==> src/rtl/busmux_pkg.sv <==
// Shared types for the busmux register-bus arbiter: FSM state encoding,
// master index type and master count.
package busmux_pkg;

    localparam int NMASTERS = 2;

    typedef enum logic [1:0] {
        IDLE,
        ISSUE,
        CAPT,
        DONE
    } state_t;

    typedef logic midx_t;

endpackage

==> src/rtl/rr_arb2.sv <==
// Two-request round-robin pick with a registered last-granted pointer.
// On a tie the master other than the last winner is chosen.
module rr_arb2
    import busmux_pkg::*;
(
    input  logic       clk,
    input  logic       rst_n,
    input  logic [1:0] req,
    input  logic       grant_en,
    output logic       gnt_idx,
    output logic       gnt_valid
);

    midx_t lp_q;
    midx_t lp_d;

    // NOTE: every variable written here gets a default first, so no path
    // through the block can leave it unassigned and infer a latch.
    always_comb begin
        gnt_valid = |req;
        gnt_idx   = req[1];
        if (&req) begin
            gnt_idx = ~lp_q;
        end
        lp_d = lp_q;
        if (grant_en && gnt_valid) begin
            lp_d = gnt_idx;
        end
    end

    // NOTE: state is updated with non-blocking assignments so every flop
    // samples the pre-edge values; the reset is synchronous to clk.
    always_ff @(posedge clk) begin
        if (!rst_n) begin
            lp_q <= 1'b1;
        end else begin
            lp_q <= lp_d;
        end
    end

endmodule

==> src/rtl/busmux_arb2.sv <==
// Two-master round-robin arbiter serializing single-beat requests onto one
// register-slave port with a registered one-cycle read latency.
module busmux_arb2
    import busmux_pkg::*;
#(
    parameter int DATAW = 8,
    parameter int ADDRW = 8
) (
    input  logic             i_clk,
    input  logic             i_rst_n,
    input  logic             i_m0_req,
    input  logic             i_m0_we,
    input  logic [ADDRW-1:0] i_m0_addr,
    input  logic [DATAW-1:0] i_m0_wdata,
    output logic             o_m0_ack,
    output logic [DATAW-1:0] o_m0_rdata,
    input  logic             i_m1_req,
    input  logic             i_m1_we,
    input  logic [ADDRW-1:0] i_m1_addr,
    input  logic [DATAW-1:0] i_m1_wdata,
    output logic             o_m1_ack,
    output logic [DATAW-1:0] o_m1_rdata,
    output logic             o_s_we,
    output logic [ADDRW-1:0] o_s_addr,
    output logic [DATAW-1:0] o_s_wdata,
    input  logic [DATAW-1:0] i_s_rdata
);

    state_t                state_q, state_d;
    logic                  we_q, we_d;
    logic [ADDRW-1:0]      addr_q, addr_d;
    logic [DATAW-1:0]      wdata_q, wdata_d;
    midx_t                 gnt_q, gnt_d;
    logic [NMASTERS-1:0]   ack_q, ack_d;
    logic [DATAW-1:0]      rdata0_q, rdata0_d;
    logic [DATAW-1:0]      rdata1_q, rdata1_d;

    logic                  gnt_idx;
    logic                  gnt_valid;

    rr_arb2 u_arb (
        .clk       (i_clk),
        .rst_n     (i_rst_n),
        .req       ({i_m1_req, i_m0_req}),
        .grant_en  (state_q == IDLE),
        .gnt_idx   (gnt_idx),
        .gnt_valid (gnt_valid)
    );

    always_comb begin
        state_d  = state_q;
        we_d     = we_q;
        addr_d   = addr_q;
        wdata_d  = wdata_q;
        gnt_d    = gnt_q;
        ack_d    = '0;
        rdata0_d = rdata0_q;
        rdata1_d = rdata1_q;
        unique case (state_q)
            IDLE: begin
                if (gnt_valid) begin
                    we_d    = gnt_idx ? i_m1_we    : i_m0_we;
                    addr_d  = gnt_idx ? i_m1_addr  : i_m0_addr;
                    wdata_d = gnt_idx ? i_m1_wdata : i_m0_wdata;
                    gnt_d   = gnt_idx;
                    state_d = ISSUE;
                end
            end
            ISSUE: state_d = CAPT;
            CAPT: begin
                // Slave read data is valid now; the ack register fires in DONE.
                if (gnt_q) begin
                    rdata1_d = i_s_rdata;
                end else begin
                    rdata0_d = i_s_rdata;
                end
                ack_d   = gnt_q ? 2'b10 : 2'b01;
                state_d = DONE;
            end
            DONE:    state_d = IDLE;
            default: state_d = IDLE;
        endcase
    end

    always_ff @(posedge i_clk) begin
        if (!i_rst_n) begin
            state_q  <= IDLE;
            we_q     <= 1'b0;
            addr_q   <= '0;
            wdata_q  <= '0;
            gnt_q    <= 1'b0;
            ack_q    <= '0;
            rdata0_q <= '0;
            rdata1_q <= '0;
        end else begin
            state_q  <= state_d;
            we_q     <= we_d;
            addr_q   <= addr_d;
            wdata_q  <= wdata_d;
            gnt_q    <= gnt_d;
            ack_q    <= ack_d;
            rdata0_q <= rdata0_d;
            rdata1_q <= rdata1_d;
        end
    end

    // Reset gates the strobe combinationally so an aborted write never lands.
    assign o_s_we     = we_q & (state_q == ISSUE) & i_rst_n;
    assign o_s_addr   = addr_q;
    assign o_s_wdata  = wdata_q;
    assign o_m0_ack   = ack_q[0];
    assign o_m1_ack   = ack_q[1];
    assign o_m0_rdata = rdata0_q;
    assign o_m1_rdata = rdata1_q;

endmodule
==> config.mk <==
export PLATFORM = sky130hd
export DESIGN_NAME = busmux_arb2
export DESIGN_NICKNAME = d
export VERILOG_FILES = /design/src/rtl/busmux_pkg.sv /design/src/rtl/rr_arb2.sv /design/src/rtl/busmux_arb2.sv
export SDC_FILE = /design/constraint.sdc
export NUM_CORES = 1
export LEC_CHECK = 0
export BUFFER_PORTS_ARGS = -buffer_cell sky130_fd_sc_hd__buf_2
export CAP_MARGIN = 20
export CORE_MARGIN = 2
export CORE_UTILIZATION = 40
export CTS_BUF_LIST = sky130_fd_sc_hd__clkbuf_2
export CTS_CLUSTER_DIAMETER = 50
export DETAILED_ROUTE_END_ITERATION = 10
export GPL_TIMING_DRIVEN = 0
export PLACE_DENSITY = 0.68
export REMOVE_ABC_BUFFERS = 1
export SLEW_MARGIN = 20
export SYNTH_ARGS = -nofsm -noshare
export SYNTH_HDL_FRONTEND = slang
export SYNTH_SLANG_ARGS = --single-unit
==> constraint.sdc <==
create_clock -name i_clk -period 1.95 [get_ports i_clk]
set_input_delay 0.195 -clock i_clk [delete_from_list [all_inputs] [get_ports i_clk]]
set_output_delay 0.195 -clock i_clk [all_outputs]
set_load 0.01 [all_outputs]
* Word level (Yosys, flattened, before mapping)
Cells that the tools add are included.
Operators by class: mux-type cells 7, reductions and logical operators 8, eq/ne operators 4, bitwise logic cells 4
Operators with widths (number):
- two-way mux 8 bit | 2
- AND reduction 2 bit | 5
- one-hot mux 2 bit (4 select lines) | 1
- == test 2 bit (second input constant) | 2
- two-way mux 2 bit | 2
- AND 1 bit | 2
- == test 2 x 1 -> 1 bit (second input constant) | 1
- zero test 2 bit | 1
- two-way mux 1 bit | 2
- != test 2 bit (second input constant) | 1
- inverter 1 bit | 2
- OR reduction 2 bit | 1
- logical AND 1 bit | 1
Word-level totals: logic and storage cells 32, input port bits 46, flip-flop bits (word level) 39

* Logic depth before layout (Yosys ltp)
Gate-level depths: netlist of the first run.
word-level depth 3, gate-level depth with buffers 7, depth with buffers taken out 5

* Cells and area by module
Synthesis of the first run repeated with hierarchy kept, for this count alone.
Unflattened totals: cell total of the unflattened synthesis 177, area total of the unflattened synthesis 1785.5 µm²
Modules (own cells, without submodules):
- busmux_arb2 | sequential area each 760.7 µm², times used 1, cells an instance 171, area an instance 1731.7 µm²
- rr_arb2 | sequential area each 20.0 µm², times used 1, cells an instance 6, area an instance 53.8 µm²

* Least setup slack after synthesis of the first run
Ideal clock, no wire load.
kind register to register, from register state_q[0], to register addr_q[0], in the netlist o_s_addr[0], path buffers 2, required time 1.828 ns, cell stages (with the launch flop) 8, slack 0.608 ns, clock period less this slack 1.342 ns, data arrival time 1.221 ns, cells stage by stage dfxtp_1 inv_1 ha_1 buf_2 o21a_4 clkbuf_1 o21ai_0 a21oi_2
Between the ends: longest elaborated chain between the ends 2
RTL lines:
- start, declared | line busmux_arb2.sv:29 | state_t state_q, state_d;
- start signal, assigned | line busmux_arb2.sv:96 | state_q <= state_d;
- zero test 2 bit | line busmux_arb2.sv:59 | unique case (state_q)
- AND reduction 2 bit (no source line)
- end signal, assigned | line busmux_arb2.sv:98 | addr_q <= addr_d;
- end, declared | line busmux_arb2.sv:31 | logic [ADDRW-1:0] addr_q, addr_d;
No other way between the ends. A chain may end at the register's enable or synchronous reset.

* Worst setup path after layout of the first run
from register state_q[0], to register rdata0_q[7], in the netlist o_m0_rdata[7]
Between the ends: longest elaborated chain between the ends 2
RTL lines:
- == test 2 bit | line busmux_arb2.sv:59
- AND reduction 2 bit (no source line)
- end signal, assigned | line busmux_arb2.sv:102 | rdata0_q <= rdata0_d;
- end, declared | line busmux_arb2.sv:35 | logic [DATAW-1:0] rdata0_q, rdata0_d;
No other way between the ends.

==> results by group, run 1 <==
Routing
  – Vias per cell: 4.88
  – Pre-antenna DRT Iters: 4
  – DR WL/cell: 12.2 um
  – Iter 0 DRT Violations: 127
  – Antenna Nets Post-Route: 0
  – Drt drc: 0
  – Routed via count: 1644
  – Total wire length: 4110 um

Pwr
  – Static Leak: 1.05 nW
  – Design Power: ~0.0025 W
  – VDD IR max: 0.000517 V
  – Power Density: 1110 nW/um^2

Global route
  – GRT overflow: 0
  – First-pass GRT wire length: 6540 um
  – Vias in the first global route: 1465
  – Initial antenna violation count: 0
  – GRT Total Usage: 18.7%
  – Largest net degree at the start of global routing: 41

Critical path
  – Worst reg2reg path startpoint: state_q[0]
  – Setup Crit Path Kind: register to register
  – Crit-path slowest cell: nor2b_1
  – FF-to-FF setup slack: approximately 0.27 ns
  – Crit path max fanout: 13
  – CP Cell Sequence: inv_1, ha_1, nor2b_1, nand2_1, a21boi_0
  – Critical Path Source: state_q[0]
  – Critical Path End Type: register
  – Critical Path AT: 2.03 ns
  – FF-to-FF End: o_m0_rdata[7]
  – Biggest cell delay along the critical path: about 0.53 ns
  – Worst r2r path cells: 5
  – Setup crit start kind: register
  – CP Data Required Time: 2.30 ns

Yosys
  – Proportion of synthesized area in mux cells: 0.599%
  – Cell taking the most area after synthesis: dfxtp_1
  – EDFF count, synth: 0
  – Yosys Warn Count: 0
  – Mapped Cells: 196
  – Top cell type's share of synthesized area: between 40% and 50%
  – Simple-gate share of the synthesized area: 15.6%
  – Adder-Cell Fraction of Synth Area: 2.25%
  – Most instantiated library cell after synthesis: nand2_1
  – Top cells by count, synth: nand2_1, dfxtp_1, a21oi_1
  – Main synth FF type: dfxtp_1
  – Synth async-reset ratio: 0%
  – Part of the Yosys area used for sequential elements: a little under half
  – Synth Cell Area: 1670 um^2
  – XOR/XNOR Fraction of Synth Area: 0%
  – Main combinational cell family by area after synthesis: compound AO/OA/AOI/OAI gates
  – Avg Synthesized Cell Area: 8.52 um^2
  – Post-synthesis register bit count: 39
  – Synth Area in Compound Gates: between 20 and 30%
  – Count of cell types in the netlist: 26
  – Leading post-synthesis cells by cell area: dfxtp_1, nand2_1, a21oi_1

Floorplan
  – Chip Width: 68.6 um
  – Area of the die: 4710 um^2
  – Starting density of the core: 41.8%
  – FP Rows: 23
  – Core area: 4000 um^2
  – Top-level I/O count: 81
  – Height of the die: 68.6 um

Clocking
  – H-tree levels: 2
  – Total clock sinks: 39
  – CTS buffer count: 5
  – Clock transition at path regs: ~0.20 ns
  – Clk_lat worst skew: about 0.40 ns
  – Clock root buffer: clkbuf_2
  – CTS resizes: 0
  – Maximum root-to-sink buffer count: 2
  – CTS tree: built

Place
  – Setup WS pre-CTS: 0.278 ns
  – Buffers on Ports: 80
  – Final HPWL DP: roughly 2600 um
  – Placer congestion estimate: 0.670
  – DP Cell Count: 311

Worst hold path
  – Worst min path class: input port to register
  – Hold path cells: 3
  – Worst Min Path Start: i_s_rdata[6]
  – WHS Endpoint: o_m0_rdata[6]

STA
  – Unrepaired setup endpoints after global routing: no
  – Final worst setup slack: 0.265 ns
  – Max Slew Vio Count: 0
  – Slew margin rel.: 49.6%
  – Worst Max-Slew Pin Slew: between 0.7 and 0.8 ns
  – Fin crit share: just under 90%
  – Max frequency: 0.594 GHz
  – Final setup viols: 0
  – Final Skew: 0.0130 ns
  – Min Tclk post-route: 1.68 ns
  – Fin. Hold Viols: 0
  – Fin Setup TNS: 0 ns

Status
  – Outcome: complete, no violations

Cells and area
  – Area grow syn2layout: 36.2%
  – Util after Layout: approximately 57%
  – Proportion of layout cells with a drive suffix above 1: between 30% and 40%
  – Ant. Diodes: 0
  – Nets: 335
  – Final std cells w/o fill: 337

Flow run
  – Maxcap violations: 0
==> registers in the layout, summed over array words and instances (netlist names) <==
| signal | cells |
|---|---|
| o_s_addr | 8 |
| we_q | 1 |
| gnt_q | 1 |
| o_m1_rdata | 8 |
| state_q | 2 |
| o_s_wdata | 8 |
| o_m0_rdata | 8 |
| u_arb.lp_q | 1 |
| ack_q | 2 |
==> worst max-delay path by stage <==
stage / cells after the start / slack [ns] / to
2_1_floorplan: 5 / 0.57 / o_m0_rdata[0]
3_3_place_gp: 5 / 0.28 / o_m0_rdata[6]
3_5_place_dp: 5 / 0.28 / o_m0_rdata[4]
4_1_cts: 5 / 0.24 / o_m0_rdata[4]
5_1_grt: 5 / 0.02 / o_m0_rdata[6]
6_report: 5 / 0.27 / o_m0_rdata[7]
==> cells by family (layout without fill, tap and decap cells) <==
kind of cell             count (synthesis)  in the layout
buffers and inverters                   17            108
multiplexers                             1              1
flip-flops                              39             39
adder cells (fa/ha/maj)                  3              3
AND/OR/NAND/NOR                         60             60
AO/OA/AOI/OAI                           76             76
==> cells in the final DEF, fill, tap and decap left out, drive strengths merged <==
cell type	count
a21bo	1
a21boi	17
a21oi	36
a22oi	1
and2	1
and3	3
buf	80
clkbuf	6
clkinv	1
clkinvlp	1
dfxtp	39
dlygate4sd3	18
ha	3
inv	2
mux2i	1
nand2	42
nand2b	1
nand3	8
nor2b	3
nor3	1
nor3b	1
o21a	1
o21ai	20
==> metrics by stage <==
step                      cell area (um^2)  hold slack [ns]
after detailed placement              2050            0.442
after global routing                  2270       0.00000147
final                                 2270           0.0301
after global placement                2050            0.440
after CTS                             2230          0.00340
after floorplan                       1590            0.271
==> metal layers <==
layer | global-route usage, % | part of all wire, % | routed length, um | up-vias
li1 | - | - | - | 845
met1 | 23.4 | 46 | 1900 | 720
met2 | 28.6 | 42 | 1730 | 74
met3 | 8.28 | 10 | 424 | 5
met4 | 6.00 | 1.3 | 52 | 0
met5 | 0 | 0 | 0 | -
==> worst max-delay path, delay by kind of cell (launching register included) <==
| family | cells | cell delay [ns] |
|---|---|---|
| and+or+nand+nor | 2 | 0.63 |
| adders and majority gates | 1 | 0.41 |
| DFF | 1 | 0.37 |
| AOI/OAI and AO/OA | 1 | 0.15 |
| buffers and inverters | 1 | 0.08 |
==> area by class of cell <==
| class | instances | area [um^2] |
|---|---|---|
| inverters | 2 | 7.51 |
| clock inverters | 2 | 12.5 |
| well taps | 50 | 62.6 |
| clock buffers | 6 | 30.0 |
| flip-flops and latches | 39 | 781 |
| fillers | 382 | 1730 |
| multi-input cells | 140 | 801 |
| repair buffers | 98 | 581 |
==> what timing repair did <==
item	CTS	global route
setup buffers	0	0
hold buffers	14	4
endpoints found under the hold margin	14	4
endpoints found under the setup margin	0	0
==> report_power, final <==
group,leakage [nW],total [W],internal [W],switching [W]
registers,0.320,0.00112,0.00100,0.000115
logic,0.697,0.00105,0.000423,0.000625
clock network,0.0290,0.000359,0.0000914,0.000268
Power figures use the tool's default switching activity.
==> inputs of run 2 (changes only) <==
Clock period 1.95 ns to 1.8 ns, I/O delays scaled along.
==> results by group, run 2 (synthesized netlist as in run 1, its figures left out) <==
Critical path
  – CP Data Required Time: 2.14 ns (was 2.30 ns)
  – Critical Path AT: 1.88 ns (was 2.03 ns)
  – Worst reg2reg path startpoint: state_q[0] (unchanged)
  – Setup crit start kind: register (unchanged)
  – Setup Crit Path Kind: register to register (unchanged)
  – Critical Path End Type: register (unchanged)
  – Critical Path Source: state_q[0] (unchanged)
  – Biggest cell delay along the critical path: 0.41 ns (was 0.53 ns)
  – Crit path max-delay family: simple AND/OR/NAND/NOR gates (unchanged)
  – Worst Path Buf+Inv: 1 (unchanged)
  – Crit-path slowest cell: ha_1 (was nor2b_1)
  – Crit path max fanout: 13 (unchanged)
  – CP Cell Sequence: inv_1, ha_1, nor2b_2, nand2_1, a21boi_0 (was inv_1, ha_1, nor2b_1, nand2_1, a21boi_0)

Global route
  – Vias in the first global route: 1502 (was 1465)
  – Initial antenna violation count: 0 (unchanged)
  – GRT Total Usage: 19.0% (was 18.7%)
  – Largest net degree at the start of global routing: 41 (unchanged)
  – GRT overflow: 0 (unchanged)
  – First-pass GRT wire length: 6660 um (was 6540 um)

Clocking
  – Total clock sinks: 39 (unchanged)
  – H-tree levels: 2 (unchanged)
  – Clock transition at path regs: 0.20 ns (about the same)
  – Clock root buffer: clkbuf_2 (unchanged)
  – # Post-CTS Setup Buffers: 0 (unchanged)
  – Clk_lat worst skew: 0.40 ns (about the same)
  – CTS buffer count: 5 (unchanged)
  – CTS tree: built (unchanged)
  – Maximum root-to-sink buffer count: 2 (unchanged)

Place
  – Placer congestion estimate: 0.670 (unchanged)
  – Setup WS pre-CTS: 0.128 ns (was 0.278 ns)
  – Buffers on Ports: 80 (unchanged)
  – Final HPWL DP: 2620 um (unchanged)

Pwr
  – Power Density: 1170 nW/um^2 (was 1110 nW/um^2)
  – VDD IR max: 0.000561 V (was 0.000517 V)
  – Static Leak: 1.08 nW (was 1.05 nW)

STA
  – Fin Setup TNS: 0 ns (unchanged)
  – Slew margin rel.: 49.3% (was 49.6%)
  – Final Skew: 0.0177 ns (was 0.0130 ns)
  – Final setup viols: 0 (unchanged)
  – Fin. Hold Viols: 0 (unchanged)
  – Min Tclk post-route: 1.54 ns (was 1.68 ns)
  – Max frequency: 0.648 GHz (was 0.594 GHz)
  – Final worst setup slack: 0.257 ns (was 0.265 ns)
  – Worst Max-Slew Pin Slew: 0.761 ns (was 0.755 ns)
  – Unrepaired setup endpoints after global routing: no (unchanged)
  – Max Slew Vio Count: 0 (unchanged)
  – Fin crit share: 85.7% (was 86.4%)

Routing
  – Iter 0 DRT Violations: 120 (was 127)
  – Pre-antenna DRT Iters: 4 (unchanged)
  – Total wire length: 4220 um (was 4110 um)
  – DR WL/cell: 12.3 um (was 12.2 um)
  – Vias per cell: 4.89 (was 4.88)
  – Routed via count: 1682 (was 1644)
  – Antenna Nets Post-Route: 0 (unchanged)
  – Drt drc: 0 (unchanged)

Cells and area
  – Reg area: 781 um^2 (unchanged)
  – Commonest non-fill, non-tap cells in the layout: buf_2, nand2_1, dfxtp_1, a21oi_1, dlygate4sd3_1 (was buf_2, nand2_1, dfxtp_1, a21oi_1, o21ai_0)
  – FILL cells: 369 (was 382)
  – Util after Layout: 58.7% (was 56.9%)
  – Ant. Diodes: 0 (unchanged)
  – Area grow syn2layout: 40.5% (was 36.2%)
  – Most common cell after layout, fill and taps aside: buf_2 (unchanged)
  – Proportion of layout cells with a drive suffix above 1: 35.0% (was 35.5%)
  – Area of the multi-input gates: 803 um^2 (was 801 um^2)
  – Nets: 342 (was 335)

Flow run
  – Maxcap violations: 0 (unchanged)

Worst hold path
  – Worst Min Path Start: i_m1_addr[7] (was i_s_rdata[6])
  – Worst min path class: input port to register (unchanged)

Floorplan
  – Chip Width: 68.6 um (unchanged)
  – Starting density of the core: 41.8% (unchanged)
  – Area of the die: 4710 um^2 (unchanged)
  – Core area: 4000 um^2 (unchanged)
  – Top-level I/O count: 81 (unchanged)
  – Height of the die: 68.6 um (unchanged)
  – FP Rows: 23 (unchanged)

Status
  – Outcome: complete, no violations (unchanged)
run 2: changes by cell type in the layout (fill, tap and decap cells not counted):
cell	before	now
dlygate4sd3_1	18	25
nor2b_1	3	2
nor2b_2	0	1
run 2: routing by layer:
| layer | global-route usage, % | part of all wire [%] | vias to the layer above |
|---|---|---|---|
| met5 | 0 | 0 | - |
| met4 | 6.00 | 1.2 | 0 |
| met3 | 8.28 | 11 | 5 |
| li1 | - | - | 861 |
| met2 | 29.3 | 43 | 84 |
| met1 | 23.7 | 45 | 732 |
run 2: final timing paths:
kind | end | slack (ns) | cells past startpoint
worst max-delay path | o_m0_rdata[5] | 0.26 | 5
worst min-delay path | o_s_addr[7] | 0.06 | 3
worst max register to register | o_m0_rdata[5] | 0.26 | 5
worst min register to register | o_m1_rdata[1] | 0.47 | 2
run 2: what timing repair did:
| item | in CTS | in global routing |
|---|---|---|
| resized for setup | 0 | 1 |
| hold endpoints to repair | 19 | 6 |
| setup endpoints to repair | 0 | 8 |
| hold buffers | 19 | 6 |
run 2: final cells by class:
cell class                      count  share of cell area (%)
Multi-Input combinational cell    140                    34.2
Sequential cell                    39                    33.3
Timing Repair Buffer              105                    27.7
Tap cell                           50                    2.67
Clock buffer                        6                    1.28
Clock inverter                      2                   0.533
Inverter                            2                   0.320
run 2: stage by stage:
stage	std cells	power, W	cell area [um^2]	hold WS, ns
final	344	0.00276	2350	0.0586
after global routing	344	0.00300	2350	0.00624
after CTS	338	0.00276	2280	0.000161
after detailed placement	311	0.00233	2050	0.427
after global placement	311	0.00233	2050	0.425
after floorplan	181	0.00194	1590	0.256
run 2: worst register-to-register path: stages (launching register included):
cell and delay, ns:
dfxtp_1 0.37, inv_1 0.08, ha_1 0.41, nor2b_2 0.41
nand2_1 0.09, a21boi_0 0.14
run 2: where the power goes:
part           internal (W)  switching, W
clock network     0.0000990      0.000292
logic              0.000471      0.000681
registers           0.00109      0.000127
